File: src/rtl/senzor_pkg.sv
// Shared constants and types for the colour-sensor APB register bank.
// The optional timestamp register is enabled with SENZOR_APB_TIMESTAMP_EN.
package senzor_pkg;

    localparam int unsigned ADDR_CONFIG  = 32'h00;
    localparam int unsigned ADDR_STATUS  = 32'h04;
    localparam int unsigned ADDR_SEED    = 32'h08;
    localparam int unsigned ADDR_IRQ_EN  = 32'h0C;
    localparam int unsigned ADDR_CH_BASE = 32'h10;

    localparam int STATUS_DRDY    = 0;
    localparam int STATUS_OVR     = 1;
    localparam int CFG_FREEZE_BIT = 7;

    typedef enum logic [1:0] {
        IDLE   = 2'd0,
        SETUP  = 2'd1,
        ACCESS = 2'd2
    } apb_state_t;

endpackage

File: src/rtl/senzor_apb_fsm.sv
// APB handshake FSM with programmable wait states; pready is registered and
// 'load' marks the cycle before pready so read data can be registered.
module senzor_apb_fsm
    import senzor_pkg::*;
#(
    parameter int WAIT_STATES = 1
) (
    input  logic clk,
    input  logic rst,
    input  logic psel,
    input  logic penable,
    output logic pready,
    output logic access,
    output logic load
);

    apb_state_t state_reg;
    logic [2:0] cnt_reg;
    logic       pready_reg;

    // pready rises on the edge after 'load'; a dropped psel suppresses it
    assign load = psel && (((state_reg == SETUP) && (WAIT_STATES == 0)) ||
                           ((state_reg == ACCESS) && (cnt_reg == 3'd1)));

    always_ff @(posedge clk) begin
        if (rst) begin
            state_reg  <= IDLE;
            cnt_reg    <= '0;
            pready_reg <= 1'b0;
        end else begin
            pready_reg <= load;
            case (state_reg)
                IDLE: begin
                    if (psel && !penable)
                        state_reg <= SETUP;
                end
                SETUP: begin
                    state_reg <= ACCESS;
                    cnt_reg   <= 3'(WAIT_STATES);
                end
                ACCESS: begin
                    if (!psel)
                        state_reg <= IDLE;
                    else if (cnt_reg == 3'd0)
                        state_reg <= (psel && !penable) ? SETUP : IDLE;
                    else
                        cnt_reg <= cnt_reg - 3'd1;
                end
                default: state_reg <= IDLE;
            endcase
        end
    end

    assign pready = pready_reg;
    assign access = pready_reg && psel;

endmodule

File: src/rtl/senzor_apb_regs.sv
// APB register bank for the colour-sensor front-end: config, W1C status,
// seed, irq enable and atomic channel snapshots. Optional SENZOR_APB_TIMESTAMP_EN.
module senzor_apb_regs
    import senzor_pkg::*;
#(
    parameter int ADDR_WIDTH  = 6,
    parameter int DATA_WIDTH  = 32,
    parameter int NUM_CH      = 5,
    parameter int CH_WIDTH    = 16,
    parameter int WAIT_STATES = 1
) (
    input  logic                       clk,
    input  logic                       rst,
    input  logic                       psel,
    input  logic                       penable,
    input  logic [ADDR_WIDTH-1:0]      paddr,
    input  logic                       pwrite,
    input  logic [DATA_WIDTH-1:0]      pwdata,
    output logic                       pready,
    output logic [DATA_WIDTH-1:0]      prdata,
    output logic                       pslverr,
    input  logic [NUM_CH*CH_WIDTH-1:0] ch_data,
    input  logic                       ch_valid,
    output logic [15:0]                cfg_out,
    output logic [15:0]                seed_out,
    output logic                       irq
);

    localparam logic [ADDR_WIDTH-1:0] A_CONFIG = ADDR_WIDTH'(ADDR_CONFIG);
    localparam logic [ADDR_WIDTH-1:0] A_STATUS = ADDR_WIDTH'(ADDR_STATUS);
    localparam logic [ADDR_WIDTH-1:0] A_SEED   = ADDR_WIDTH'(ADDR_SEED);
    localparam logic [ADDR_WIDTH-1:0] A_IRQ_EN = ADDR_WIDTH'(ADDR_IRQ_EN);
    localparam logic [15:0]           CFG_MASK = ~(16'h1 << CFG_FREEZE_BIT);

    logic access, load;
    logic [15:0] config_reg, seed_reg;
    logic [1:0]  status_reg, irq_en_reg, status_set, status_clr;
    logic        irq_reg, pslverr_reg;
    logic [DATA_WIDTH-1:0] prdata_reg, rd_data;
    logic [CH_WIDTH-1:0]   ch_reg [NUM_CH];
    logic [DATA_WIDTH-1:0] ch_rd  [NUM_CH];
    logic [NUM_CH-1:0]     ch_sel;
    logic cfg_sel, status_sel, seed_sel, irq_sel, ts_sel;
    logic freeze, snap, mapped, err, wr;
    logic [31:0] ts_value;

    senzor_apb_fsm #(.WAIT_STATES(WAIT_STATES)) u_fsm (
        .clk     (clk),
        .rst     (rst),
        .psel    (psel),
        .penable (penable),
        .pready  (pready),
        .access  (access),
        .load    (load)
    );

    assign freeze     = config_reg[CFG_FREEZE_BIT];
    assign snap       = ch_valid && !freeze;
    assign cfg_sel    = (paddr == A_CONFIG);
    assign status_sel = (paddr == A_STATUS);
    assign seed_sel   = (paddr == A_SEED);
    assign irq_sel    = (paddr == A_IRQ_EN);

    generate
        for (genvar gi = 0; gi < NUM_CH; gi++) begin : g_ch
            assign ch_sel[gi] = (paddr == ADDR_WIDTH'(ADDR_CH_BASE + 4 * gi));
            assign ch_rd[gi]  = ch_sel[gi] ? DATA_WIDTH'(ch_reg[gi]) : '0;
            always_ff @(posedge clk) begin
                if (rst)
                    ch_reg[gi] <= '0;
                else if (snap)
                    ch_reg[gi] <= ch_data[gi*CH_WIDTH +: CH_WIDTH];
            end
        end
    endgenerate

`ifdef SENZOR_APB_TIMESTAMP_EN
    logic [31:0] ts_cnt_reg, ts_reg;
    assign ts_sel   = (paddr == ADDR_WIDTH'(ADDR_CH_BASE + 4 * NUM_CH));
    assign ts_value = ts_reg;
    always_ff @(posedge clk) begin
        if (rst) begin
            ts_cnt_reg <= '0;
            ts_reg     <= '0;
        end else begin
            ts_cnt_reg <= ts_cnt_reg + 32'd1;
            if (snap)
                ts_reg <= ts_cnt_reg;
        end
    end
`else
    assign ts_sel   = 1'b0;
    assign ts_value = '0;
`endif

    always_comb begin
        rd_data = '0;
        if (cfg_sel)    rd_data = DATA_WIDTH'(config_reg);
        if (status_sel) rd_data = DATA_WIDTH'(status_reg);
        if (seed_sel)   rd_data = DATA_WIDTH'(seed_reg);
        if (irq_sel)    rd_data = DATA_WIDTH'(irq_en_reg);
        if (ts_sel)     rd_data = DATA_WIDTH'(ts_value);
        for (int i = 0; i < NUM_CH; i++)
            rd_data = rd_data | ch_rd[i];
        mapped = cfg_sel || status_sel || seed_sel || irq_sel || ts_sel || (|ch_sel);
        // Read-only targets and a frozen SEED reject writes; only W1C bits may be written in STATUS
        err = !mapped || (paddr[1:0] != 2'b00) ||
              (pwrite && status_sel && (|pwdata[DATA_WIDTH-1:2])) ||
              (pwrite && ((|ch_sel) || ts_sel)) ||
              (pwrite && seed_sel && freeze);
    end

    assign wr = access && pwrite && !pslverr_reg;

    always_comb begin
        status_set              = '0;
        status_set[STATUS_DRDY] = snap;
        status_set[STATUS_OVR]  = ch_valid && status_reg[STATUS_DRDY];
        status_clr              = (wr && status_sel) ? pwdata[1:0] : 2'b00;
    end

    always_ff @(posedge clk) begin
        if (rst) begin
            config_reg  <= '0;
            seed_reg    <= '0;
            status_reg  <= '0;
            irq_en_reg  <= '0;
            irq_reg     <= 1'b0;
            prdata_reg  <= '0;
            pslverr_reg <= 1'b0;
        end else begin
            prdata_reg  <= (load && !pwrite && !err) ? rd_data : '0;
            pslverr_reg <= load && err;
            if (wr && cfg_sel)  config_reg <= pwdata[15:0];
            if (wr && seed_sel) seed_reg   <= pwdata[15:0];
            if (wr && irq_sel)  irq_en_reg <= pwdata[1:0];
            status_reg <= (status_reg & ~status_clr) | status_set;
            irq_reg    <= |(status_reg & irq_en_reg);
        end
    end

    assign prdata   = prdata_reg;
    assign pslverr  = pslverr_reg;
    assign cfg_out  = config_reg & CFG_MASK;
    assign seed_out = seed_reg;
    assign irq      = irq_reg;

endmodule
File: config.mk
export PLATFORM = sky130hd
export DESIGN_NAME = senzor_apb_regs
export DESIGN_NICKNAME = d
export VERILOG_FILES = /design/src/rtl/senzor_pkg.sv /design/src/rtl/senzor_apb_fsm.sv /design/src/rtl/senzor_apb_regs.sv
export SDC_FILE = /design/constraint.sdc
export NUM_CORES = 1
export LEC_CHECK = 0
export CORE_ASPECT_RATIO = 1.2
export CORE_UTILIZATION = 29
export DETAILED_ROUTE_END_ITERATION = 12
export SYNTH_ARGS = -nofsm -noshare
export SYNTH_HDL_FRONTEND = slang
export SYNTH_SLANG_ARGS = --single-unit
export TNS_END_PERCENT = 100
File: constraint.sdc
create_clock -name clk -period 4.6 [get_ports clk]
set_clock_uncertainty 0.05 [all_clocks]
set_input_delay 0.92 -clock clk [delete_from_list [all_inputs] [get_ports clk]]
set_output_delay 0.92 -clock clk [all_outputs]
set_load 0.005 [all_outputs]
# Word level (Yosys, flattened, before mapping)
# Memory sizes are Yosys's and may differ from the RTL's.
# Index checks and enable logic that the tools add are counted.
# W data, S select, Z words.
word_totals:
  reg_bits: 76
  ramBits: 80
  inputBits: 124
  output_inout_bits: 67
  wordCells: 115
  memories: 1
op_classes:
  addsub: 1
  n_eq_ne: 15
  muxes: 28
  n_bitwise: 15
  reduce_logical: 45
mem_list:
  columns: ["memory", "depth", "word_bits", "rd", "rd_clocked_by_memory_dff", "wr", "line_no", "text"]
  rows:
  - ["ch_reg", 5, 16, 5, 0, 5, "senzor_apb_regs.sv:40", "logic [CH_WIDTH-1:0] ch_reg [NUM_CH];"]
op_table:
  columns: ["op", "n"]
  rows:
  - ["$mux W16", 11]
  - ["$or A32 B16 Y32", 5]
  - ["$mux W32", 3]
  - ["$reduce_or A30 Y1", 1]
  - ["$eq A6 B5 Y1 const B", 4]
  - ["$logic_and A1 B1 Y1", 20]
  - ["$eq A6 B4 Y1 const B", 2]
  - ["$logic_or A1 B1 Y1", 8]
  - ["$mux W2", 4]
  - ["$eq A6 B3 Y1 const B", 1]
  - ["$eq A6 B6 Y1 const B", 1]
  - ["$logic_not A1 Y1", 6]
  - ["$logic_not A6 Y1", 1]
  - ["$mux W1", 6]
  - ["$mux W3", 2]
  - ["$pmux W2 S3", 1]
  - ["$pmux W3 S2", 1]
  - ["$or A1 B1 Y1", 5]
  - ["$reduce_or A5 Y1", 1]
  - ["$and A2 B2 Y2", 2]
  - ["$ne A2 B2 Y1 const B", 2]
  - ["$reduce_bool A2 Y1", 2]
  - ["$reduce_or A2 Y1", 2]
  - ["$eq A3 B1 Y1 const B", 1]
  - ["other kinds (12)", 12]

# Logic depth before layout (Yosys ltp)
# Gate-level depths: netlist of the first run.
depth:
  word_depth: 14
  depth_mapped: 7
  ltp_nobuf: 6

# Cells and area by module
# Synthesis of the first run repeated with hierarchy kept, for this count alone.
hier_totals:
  hier_cells: 510
  area_unflattened_um2: 6000.8
modules_own_cells:
  columns: ["module", "instances", "cells_each", "area_per_inst_um2", "seq_area_each_um2"]
  rows:
  - ["senzor_apb_regs", 1, 480, 5714.2, 3483.3]
  - ["senzor_apb_fsm", 1, 30, 286.5, 120.1]

# Worst setup path before layout of the first run
# No wires, ideal clock.
synth_path:
  path_type: "input to register"
  start: "input rst"
  end: "memory ch_reg[0][0], enable pin"
  setup_time_ns: 0.452
  t_arrival_ns: 3.199
  required_ns: 4.098
  path_slack_ns: 0.899
  stages: 2
  n_path_buf: 1
  path_cell_list: "clkbuf_1 nand2b_1"
synth_rtl:
  columns: ["element", "line_no", "text"]
  rows:
  - ["from (decl)", "senzor_apb_regs.sv:13", "input logic rst,"]
  - ["to (decl)", "senzor_apb_regs.sv:40", null]

# Worst setup path after layout of the first run
layout_path:
  start: "input paddr[3]"
  end: "register prdata_reg[4] (netlist: prdata[4])"
layout_via:
  elab_chain_cells: 14
  word_cells_on_any_way: 42
  classes_between: "8 x eq/ne; 9 x mux; 6 x bitwise; 19 x reduce/logical"
layout_lines:
  columns: ["element", "line_no", "text"]
  rows:
  - ["from (decl)", "senzor_apb_regs.sv:16", "input logic [ADDR_WIDTH-1:0] paddr,"]
  - ["branches (longest 14 deep; another with $mux W32)", null, null]
  - ["to (signal assigned)", "senzor_apb_regs.sv:132", "prdata_reg <= (load && !pwrite && !err) ? rd_data : '0;"]
  - ["to (decl)", "senzor_apb_regs.sv:39", "logic [DATA_WIDTH-1:0] prdata_reg, rd_data;"]
# Several ways; the timed one is not identified.
# A chain may end at the register's enable or synchronous reset.

==> results.ini, run 1 <==
[synthesis]
synth_flop_cell = edfxtp_1
async_reset_ff_frac = 0
synth_edf_count = 80
synth_cell_type_count = 54
avgSynthCellArea_um2 = 11.2
ys_ff_latch = 140
ys_warn_count = 0
syn-cell-area_um2 = 6250
syn_inst = 559
ys_seq_area_frac = 0.576

[cts]
clock_sinks = 140
postCtsHoldBufs = 0
post_cts_buffers = 0
cts_max_level = 4
root_buffer = clkbuf_16
clock_path_buffers = 2
worstSkewPairLatency_ns = 0.42
cts_resized = 0
path_clk_slew_ns = 0.06
cts_tree = yes
cts_made_buffers = 17

[routing]
drt_iter0_markers = 313
vias_per_cell = 4.64
vias = 4583
drt_first_pass_iters = 7
routedWlPerCell_um = 17.3
antenna_left = 0
drc = 0
routed_wl_mm = 17.1

[setup_path]
crit_chain = clkdlybuf4s50_1 -> or4_4 -> nor3_2 -> a222oi_1 -> a21oi_1
reg2regPathDepth = 4
crit_path_start_kind = primary input
path_buf_inv = 1
cp_slowest_cell = clkdlybuf4s50_1
critPathMaxStageDelay_ns = 0.74
cp.arrival_ns = 3.39
cp.required_ns = 4.89
cp_top_family = simple AND/OR/NAND/NOR gates
path_class = primary input to flop
critical_path_depth = 5
worstPathMaxFanout = 17
crit_path_end_kind = flop

[finish]
largest_register_ffs = 80
fin_area_um2 = 8640
drive_gt1_frac = 0.0782
nets = 830
layout-area-overhead-vs-synth_pct = 38.2

[timing]
rsz0062_at_grt = no
finalSetupViolCount = 0
slew_headroom = 0.267
fin_crit_ns = 3.09
period_share = 0.673
fmax_mhz = 323
hold_viol = 0
worst_slew_pin_slew_ns = 1.09
setup-tns-final_ns = 0
maxSlewViolCount = 0

[die]
start_util = 0.297
std_cell_rows = 58
fp.coreArea_um2 = 21000
dieArea_um2 = 22200
die_x_um = 136
dieHeight_um = 163
io_pins = 191

[pwr]
powerDensity_nw_per_um2 = 354
p_leak_nw = 3.03
ir_worst_vdd_mv = 0.253

[hold_path]
hold_class = flop to flop
hold_depth = 2

[global_route]
grt.total_usage = 0.158
grt_pass1_vias = 4469
grt_first_pass_wirelength_mm = 25.6
antenna_found_initial = 4
grt_overflow_total = 0
grt_start_max_net_pins = 81

[place]
io_buffers = 173
gp_congestion = 0.781
place_area_um2 = 8020
post-dp-hpwl_mm = 12.6

[outcome]
status = completed

[run]
maxCapViolations = 0

## kinds of logic after synthesis
group | after synthesis | synth area share
mux | 21 | 0.0424
simple gates | 216 | 0.196
flops | 140 | 0.576
xor+xnor | 1 | 0.00140
other cells | 1 | 0.000600
compound gates | 105 | 0.109
fa+ha+maj | 3 | 0.00600
buf+inv | 72 | 0.0682
## where the power goes
part           switching [mW]  leakage (nW)  internal [mW]
combinational           0.104          1.38          0.134
clock                   0.558         0.304          0.855
sequential             0.0189          1.34           1.39
## synthesized netlist by cell type, types with 2 or more instances
cell | n | share of area
buf_1 | 3 | 0.0018
a21o_1 | 3 | 0.0036
a211oi_1 | 2 | 0.0024
a22oi_2 | 2 | 0.0040
nand3_1 | 15 | 0.012
mux2i_1 | 13 | 0.021
nand2_1 | 70 | 0.042
inv_1 | 5 | 0.0030
ha_1 | 3 | 0.0060
a32oi_1 | 2 | 0.0028
nor2_1 | 12 | 0.0072
mux2_1 | 2 | 0.0036
and3_1 | 2 | 0.0020
o21ai_0 | 5 | 0.0040
nor4_1 | 9 | 0.0090
and2_1 | 80 | 0.080
nand4_1 | 3 | 0.0030
a21oi_1 | 50 | 0.040
a31oi_1 | 2 | 0.0020
edfxtp_1 | 80 | 0.38
nand3b_1 | 2 | 0.0024
dfxtp_1 | 60 | 0.19
a22o_1 | 2 | 0.0028
buf_2 | 8 | 0.0064
mux4_2 | 4 | 0.014
buf_6 | 3 | 0.0054
clkbuf_1 | 20 | 0.012
mux2_2 | 2 | 0.0036
a22oi_1 | 15 | 0.018
buf_4 | 33 | 0.040
a222oi_1 | 12 | 0.019
nor2b_1 | 2 | 0.0020
o21ai_1 | 7 | 0.0056
nand2b_1 | 6 | 0.0060
## per-stage QoR
step                      hold WS, ns  total power [mW]  utilization  std cells  setup WS, ns
after floorplan                 0.397              1.54            -        575         0.899
after global placement          0.420              1.67        0.381        954          1.12
after detailed placement        0.427              1.68        0.381        954          1.07
after CTS                       0.438              3.09        0.410        986          1.54
after global routing            0.453              3.17        0.410        986          1.30
final                           0.434              3.06        0.410        987          1.51
## worst reg2reg max path, cell delays in order, from the launching register on
cell      delay [ns]
dfxtp_1         0.37
nand2b_1        0.26
nor2_4          0.70
buf_4           0.39
and2_1          0.18
## final timing paths
path                         startpoint                           to  slack (ns)
min          config_reg[0]$_SDFFE_PP0P_   config_reg[0]$_SDFFE_PP0P_        0.43
min reg2reg  config_reg[0]$_SDFFE_PP0P_   config_reg[0]$_SDFFE_PP0P_        0.43
max                            paddr[3]         prdata[4]$_SDFF_PP0_        1.51
max reg2reg  config_reg[7]$_SDFFE_PP0P_  ch_reg[2][12]$_SDFFCE_PN0P_        2.51
## layout by cell type, fill, tap and decap left out, drive strengths merged, types with 4 or more instances in the layout
cell,count
a222oi,12
nand3,15
mux2,4
nand2,70
a21oi,50
a22oi,17
inv,11
dfxtp,60
o21ai,12
edfxtp,80
mux2i,13
clkdlybuf4s50,172
nor4,10
nand2b,6
mux4,4
nor2,13
clkbuf,21
buf,4
conb,17
and2,80
## layer usage
metal,up-vias,global-route usage,wire length [um]
li1,2257,-,-
met1,2150,0.195,7370
met2,152,0.253,8130
met3,18,0.0557,1280
met4,6,0.0530,224
met5,-,0,48
## cell type report
cell class / instances / area (um^2)
fillers: 2026 / 12400
flip-flops and latches: 140 / 3600
multi-input cells: 363 / 2310
repair buffers: 176 / 1750
clock buffers: 21 / 504
well taps: 270 / 338
clock inverters: 11 / 116
inverters: 5 / 18.8
diodes: 1 / 2.50
No activity file was read; power rests on OpenSTA's default activity.
==> run 2, diff against run 1 <==
Clock period 4.6 ns to 2.8 ns, I/O delays scaled along.
==> run 2 against run 1 <==
Die area is the same. Wire length grew 0.35%. Sequential power grew 64%. Critical endpoint is now prdata[5]$_SDFF_PP0_. Largest cell class unchanged.
==> results.ini, run 2 (same netlist as run 1, synthesis figures left out) <==
[setup_path]
worstPathMaxFanout = 17  ; unchanged
path_class = primary input to flop
crit_chain = clkdlybuf4s50_1 -> or4_4 -> nor3b_4 -> buf_4 -> a222oi_1 -> a21oi_1
timing.reg2reg.setup_slack_ns = 0.95  ; -1.56 ns
cp_slowest_cell = or4_4
crit_path_start_kind = primary input
cp.arrival_ns = 2.50  ; -0.89 ns
critPathMaxStageDelay_ns = 0.63  ; -0.11 ns
crit_path_end_kind = flop
cp.required_ns = 3.09  ; -1.80 ns

[cts]
path_clk_slew_ns = 0.06  ; about the same
worstSkewPairLatency_ns = 0.42  ; about the same
clock_path_buffers = 2  ; unchanged
cts_resized = 0  ; unchanged
clock_sinks = 140  ; unchanged
post_cts_buffers = 0  ; unchanged
cts_tree = yes
cts_made_buffers = 17  ; unchanged
cts_max_level = 4  ; unchanged
root_buffer = clkbuf_16
postCtsHoldBufs = 0  ; unchanged

[timing]
setup-tns-final_ns = 0  ; unchanged
finalSetupViolCount = 0  ; unchanged
worst_slew_pin_slew_ns = 0.632  ; -0.462 ns
maxSlewViolCount = 0  ; unchanged
fmax_mhz = 453
period_share = 0.789
hold_viol = 0  ; unchanged
slew_headroom = 0.578  ; +0.311
rsz0062_at_grt = no
fin_crit_ns = 2.21

[place]
gp_congestion = 0.766  ; -1.9%
io_buffers = 173  ; unchanged
dp_cells = 972  ; +1.9%
post-dp-hpwl_mm = 13.0  ; +2.7%

[global_route]
grt_start_max_net_pins = 64  ; -21%
grt_overflow_total = 0  ; unchanged
grt_pass1_vias = 4517  ; +1.1%
grt_first_pass_wirelength_mm = 25.6  ; +0.24%
grt.total_usage = 0.159  ; +0.000858
antenna_found_initial = 1  ; -3

[die]
io_pins = 191  ; unchanged
std_cell_rows = 58  ; unchanged
dieHeight_um = 163  ; unchanged
fp.coreArea_um2 = 21000  ; unchanged
die_x_um = 136  ; unchanged
start_util = 0.297  ; unchanged
dieArea_um2 = 22200  ; unchanged

[routing]
routedWlPerCell_um = 17.0  ; -1.3%
drt_first_pass_iters = 6  ; -1
vias = 4648  ; +1.4%
drt_iter0_markers = 250  ; -20%
vias_per_cell = 4.63  ; -0.30%
antenna_left = 0  ; unchanged
drc = 0  ; unchanged
routed_wl_mm = 17.1  ; +0.35%

[finish]
drive_gt1_frac = 0.101  ; +0.0226
largest_register_ffs = 80  ; unchanged
nets = 848  ; +2.2%
nFillCells = 2020  ; -0.30%
final_cell_mix = clkdlybuf4s50_1 (172), and2_1 (80), edfxtp_1 (80)
layout-area-overhead-vs-synth_pct = 41.4
finish.utilization = 0.420  ; +0.00957
stdcell_count = 1004  ; +1.7%
final_common_cell = clkdlybuf4s50_1
diodes = 0  ; -1

[hold_path]
hold_class = flop to flop

[run]
maxCapViolations = 0  ; unchanged

[pwr]
powerDensity_nw_per_um2 = 582  ; +64%
p_leak_nw = 3.14  ; +3.8%
ir_worst_vdd_mv = 0.408  ; +61%

[outcome]
status = completed

-- run 2: cell types whose count changed in the layout (fill, tap and decap cells not counted) --
| cell | previous run | this run |
|---|---|---|
| inv_8 | 2 | 1 |
| clkinv_4 | 3 | 6 |
| inv_6 | 2 | 3 |
| clkinvlp_4 | 1 | 0 |
| clkbuf_16 | 20 | 17 |
| diode_2 | 1 | 0 |
| buf_4 | 3 | 17 |
| inv_4 | 2 | 0 |
| buf_12 | 0 | 4 |
| bufinv_16 | 1 | 4 |
-- run 2: per-layer routing --
metal  up-vias  wire length, um  part of all wire  track usage
met3        22             1330             0.078       0.0458
met2       185             8010              0.47        0.249
met5         -                0                 0            0
li1       2280                -                 -            -
met1      2161             7390              0.43        0.205
met4         0              384             0.022       0.0586
-- run 2: final cells by class --
| cell class | count | area (um^2) | area share |
|---|---|---|---|
| sequential | 140 | 3600 | 0.408 |
| multi-input combinational | 363 | 2310 | 0.261 |
| timing repair buffer | 194 | 1930 | 0.219 |
| clock buffer | 18 | 429 | 0.0485 |
| tap | 270 | 338 | 0.0382 |
| clock inverter | 14 | 210 | 0.0238 |
| inverter | 5 | 18.8 | 0.00212 |
-- run 2: worst paths after layout --
check	startpoint	end	cells after the start
worst min-delay path	seed_out[0]$_SDFFE_PP0P_	seed_out[0]$_SDFFE_PP0P_	2
worst max-delay path	paddr[0]	prdata[5]$_SDFF_PP0_	6
worst max register to register	u_fsm.cnt_reg[1]$_SDFFE_PP0P_	prdata[11]$_SDFF_PP0_	5
worst min register to register	seed_out[0]$_SDFFE_PP0P_	seed_out[0]$_SDFFE_PP0P_	2
-- run 2: through the flow --
step	power [mW]	instance area, um^2	worst slack, ns	hold slack, ns
after floorplan	2.52	6310	0.368	0.397
after global placement	2.77	8200	0.227	0.428
final	5.14	8840	0.591	0.439
after CTS	5.20	8840	0.628	0.440
after global routing	5.35	8840	0.508	0.465
after detailed placement	2.77	8200	0.187	0.429
-- run 2: where the power goes --
group | leakage (nW) | internal, mW | switching (mW)
Sequential | 1.34 | 2.28 | 0.0320
Combinational | 1.49 | 0.234 | 0.175
Clock | 0.312 | 1.51 | 0.910
Total | 3.14 | 4.03 | 1.12
-- run 2: worst max-delay path, delay by kind of cell --
family          cells  cell delay [ns]
simple gates        2             0.81
buf+inv             2             0.84
compound gates      2             0.29
